[config.mk]
export PLATFORM = sky130hd
export DESIGN_NAME = excess3_to_binary
export DESIGN_NICKNAME = d
export VERILOG_FILES = /design/src/rtl/excess3_pkg.sv /design/src/rtl/xs3_digit_decode.sv /design/src/rtl/excess3_to_binary.sv
export SDC_FILE = /design/constraint.sdc
export NUM_CORES = 1
export LEC_CHECK = 0
export CAP_MARGIN = 20
export CORE_ASPECT_RATIO = 0.8
export CORE_MARGIN = 5
export CORE_UTILIZATION = 55
export DETAILED_ROUTE_END_ITERATION = 8
export DONT_BUFFER_PORTS = 1
export HOLD_SLACK_MARGIN = 0.06
export PLACE_DENSITY = 0.77
export SLEW_MARGIN = 10
export SYNTH_ARGS = -nofsm -noshare
export SYNTH_HDL_FRONTEND = slang
export SYNTH_SLANG_ARGS = --single-unit
[constraint.sdc]
create_clock -name clk -period 3.1 [get_ports clk]
set_input_delay 0.31 -clock clk [delete_from_list [all_inputs] [get_ports clk]]
set_output_delay 0.31 -clock clk [all_outputs]
set_load 0.005 [all_outputs]
[src/rtl/excess3_pkg.sv]
// Shared constants and FSM encoding for the excess-3 to binary decoder.
// XS3_OFFSET/XS3_MIN/XS3_MAX bound the legal XS-3 digit codes.
package excess3_pkg;

  localparam logic [3:0] XS3_OFFSET = 4'd3;
  localparam logic [3:0] XS3_MIN    = 4'd3;
  localparam logic [3:0] XS3_MAX    = 4'd12;

  typedef enum logic [1:0] {
    ST_IDLE = 2'd0,
    ST_CONV = 2'd1,
    ST_DONE = 2'd2
  } state_t;

endpackage

[src/rtl/xs3_digit_decode.sv]
// Single XS-3 digit decode: value = code - 3 (mod 16), plus an
// out-of-range flag for codes 0..2 and 13..15.
module xs3_digit_decode
  import excess3_pkg::*;
(
  input  logic [3:0] code,
  output logic [3:0] val,
  output logic       invalid
);

  assign val     = code - XS3_OFFSET;
  assign invalid = (code < XS3_MIN) || (code > XS3_MAX);

endmodule

[src/rtl/excess3_to_binary.sv]
// Multi-digit XS-3 to binary decoder, MSD first, one digit per clock.
// Define XS3_ERR_CHECK_EN to add the sticky per-word err output.
module excess3_to_binary
  import excess3_pkg::*;
#(
  parameter int NDIG = 3,
  parameter int BW   = 10
) (
  input  logic            clk,
  input  logic            rst,
  input  logic            in_valid,
  output logic            in_ready,
  input  logic [4*NDIG-1:0] din,
  output logic            out_valid,
  input  logic            out_ready,
  output logic [BW-1:0]   dout
`ifdef XS3_ERR_CHECK_EN
  ,
  output logic            err
`endif
);

  localparam int CW = $clog2(NDIG + 1);
  localparam logic [CW-1:0] LAST = CW'(NDIG - 1);

  state_t state, state_nx;

  logic [4*NDIG-1:0] sreg;
  logic [CW-1:0]     cnt;
  logic [BW-1:0]     acc;
  logic [3:0]        dig_val;
  logic              dig_bad;
  logic              accept;
  logic              last;

  assign accept = in_valid && in_ready;
  assign last   = (cnt == LAST);
  assign dout   = acc;

  xs3_digit_decode u_dec (
    .code    (sreg[4*NDIG-1 -: 4]),
    .val     (dig_val),
    .invalid (dig_bad)
  );

  always_ff @(posedge clk or posedge rst) begin
    if (rst) state <= ST_IDLE;
    else     state <= state_nx;
  end

  always_comb begin
    state_nx  = state;
    in_ready  = 1'b0;
    out_valid = 1'b0;
    unique case (state)
      ST_IDLE: begin
        in_ready = 1'b1;
        if (in_valid) state_nx = ST_CONV;
      end
      ST_CONV: begin
        if (last) state_nx = ST_DONE;
      end
      ST_DONE: begin
        out_valid = 1'b1;
        if (out_ready) state_nx = ST_IDLE;
      end
      default: state_nx = ST_IDLE;
    endcase
  end

  // acc*10 as (acc<<3)+(acc<<1), wrapping at BW bits
  always_ff @(posedge clk or posedge rst) begin
    if (rst) begin
      sreg <= '0;
      cnt  <= '0;
      acc  <= '0;
    end else if (accept) begin
      sreg <= din;
      cnt  <= '0;
      acc  <= '0;
    end else if (state == ST_CONV) begin
      sreg <= sreg << 4;
      cnt  <= cnt + CW'(1);
      acc  <= (acc << 3) + (acc << 1) + BW'(dig_val);
    end
  end

`ifdef XS3_ERR_CHECK_EN
  logic err_q;

  always_ff @(posedge clk or posedge rst) begin
    if (rst)                               err_q <= 1'b0;
    else if (accept)                       err_q <= 1'b0;
    else if (state == ST_CONV && dig_bad)  err_q <= 1'b1;
  end

  assign err = err_q;
`else
  logic unused_bad;
  assign unused_bad = dig_bad;
`endif

endmodule

==> metrics.txt <==
hold path cells=2; Synth area leaders=dfrtp_1, ha_1, nand2_1; drt wl/cell=15.1 um; critical path class=flip-flop to flip-flop; CTS Buffer Depth=2; Synth Register Bits=26; synth unique cells=27; syn_nets=190; I/O Buffers=0; routed wire length=2950 um; Syn-to-layout area delta=7.58%; HP Class=input port to flip-flop; slowest stage delay, CP=0.44 ns; status=completed; DRC violations left=0; routability congestion estimate=0.802; Pre-antenna DRT Iters=4; reg-to-reg endpoint=dout[8]; Syn Area/Cell=9.63 um^2; critical path data arrival time=2.78 ns; WHS=0.0983 ns; placed insts=189; Layout fillers=250; largest net degree at the start of global routing=27; Final Hold Vio Count=0; critical-path maximum fanout=4; # Post-CTS Setup Buffers=0; Setup WS pre-CTS=0.516 ns; setup tns final=0 ns; final cell count without fillers=195; via count=1115; Core Footprint=2680 um^2; top cell type's share of synthesized area=43.3%; setup ws final=0.504 ns; CTS root buf=clkbuf_4; drt via density=5.72; worst path required time=3.29 ns; # diodes=0; Worst-path clk slew=0.14 ns; slew margin rel.=47.0%; flop-to-flop setup slack=0.50 ns; register area=651 um^2; Ys Warns=0; I/O pin cnt=28; first-pass GRT wire length=5150 um; post-synthesis sequential area ratio=43.3%; Worst-Margin Slew=0.795 ns; Worst-Skew Late Latency=0.32 ns; Num CTS Buffers=3; Post-Syn Area=1500 um^2; HP Start=din[2]; htree depth=1; Sinks on Clock Net=26; Setup Skew=0.00169 ns; CTS tree=done; Resized Gates After CTS=0; grt ovf=0; initial core utilization=56.1%; Die Y=56.8 um; hold_buf cts=0; max_cap viols=0; First DRT Iteration DRCs=41; vias in the first global route=1156; CP Capture Type=flip-flop; Worst path slowest cell=dfrtp_1; ratio of final minimum period to clock period=83.7%; share of cells above drive strength 1=5.73%; Peak Freq=385 MHz; ANT nets after route=0; die span in x=68.4 um; Die ar.=3880 um^2; Final Setup Violations=0; Final min period=2.60 ns; worst-case reg-to-reg path depth=10; RSZ-0062 raised after global routing=no; area leader, netlist=dfrtp_1; sequence of cells on the critical path=ha_1, xnor2_1, ha_1, ha_1, fa_1, a21oi_1, o21ai_0, a21oi_1, xor2_1, o21ai_0; r2r startpoint=sreg[8]; CP Launch Type=flip-flop; Row Count=17; DPL Wire Length=2270 um; most used cell, CP=ha_1; worst min-delay path endpoint=sreg[2]; area of the multi-input gates=798 um^2; fin. max-slew vios=0; Post-Synthesis Cells=156; Final nets=192; Total GRT Usage=17.1%; initial antenna violation count=0
## logic make-up after synthesis
family / synth area share (%)
compound gates: 17.0
xor+xnor: 5.83
fa+ha+maj: 16.0
buf+inv: 3.58
flops: 43.3
simple gates: 14.3
## layer usage
layer	track usage [%]	routed length [um]	share of wire [%]	up-vias
li1	-	-	-	546
met5	0	0	0	-
met2	27.8	1440	49	29
met4	2.83	25	0.85	0
met3	6.20	168	5.7	4
met1	21.9	1320	45	536
## cell usage after synthesis
| master | instances |
|---|---|
| a211oi_2 | 2 |
| nor3_1 | 1 |
| a21oi_2 | 1 |
| and2b_1 | 1 |
| a22o_1 | 1 |
| and2_1 | 1 |
| o21bai_1 | 3 |
| nor2b_1 | 1 |
| ha_1 | 16 |
| nand2_1 | 33 |
| a22oi_1 | 8 |
| inv_1 | 8 |
| nor2_4 | 1 |
| a21oi_1 | 5 |
| a21o_1 | 1 |
| xor2_1 | 3 |
| fa_1 | 2 |
| clkbuf_1 | 1 |
| nand3_1 | 9 |
| o21ai_0 | 17 |
| dfrtp_1 | 26 |
| nand2b_1 | 1 |
| o21ai_1 | 1 |
| nor2_1 | 1 |
| o31ai_1 | 1 |
| xnor2_1 | 7 |
| buf_2 | 4 |
## state kept, by name, indices dropped and copies added (netlist names)
register,cells
state,2
dout,10
sreg,12
cnt,2
## worst max-delay path by stage
stage               startpoint       to  slack, ns
finish                 sreg[8]  dout[8]       0.50
global route           sreg[8]  dout[8]       0.29
global placement       sreg[9]  dout[8]       0.61
floorplan              sreg[8]  dout[8]       0.71
detailed placement     sreg[9]  dout[8]       0.52
CTS                    sreg[9]  dout[8]       0.50
## cells in the final DEF (no fill, tap or decap), types with 5 or more instances in the layout
cell type  Yosys  final
ha_1          16     16
a22oi_1        8      8
dfrtp_1       26     26
o21ai_0       17     17
nand2_1       33     33
nand3_1        9      9
xnor2_1        7      7
inv_1          8      8
a21oi_1        5      5
## metrics by stage
stage                     util (%)  cell area, um^2
after floorplan                  -             1500
after global placement        57.0             1530
after detailed placement      57.0             1530
after CTS                     58.9             1580
after global routing          60.3             1620
final                         60.3             1620
## worst max-delay path, delay by kind of cell, from the launching register on
family          cells  cell delay (ns)
compound gates      4             0.58
xor+xnor            2             0.29
fa+ha+maj           4             1.16
flops               1             0.44
## area by class of cell
cell class              instances  area share [%]
well taps                      38            2.94
inverters                       8            1.86
clock inverters                 1            1.86
flip-flops and latches         26            40.2
multi-input cells             117            49.4
repair buffers                  2            2.32
clock buffers                   3            1.39
Power is not shown: default switching activity piles up to over one toggle a cycle in this logic, so the estimate is an artifact.
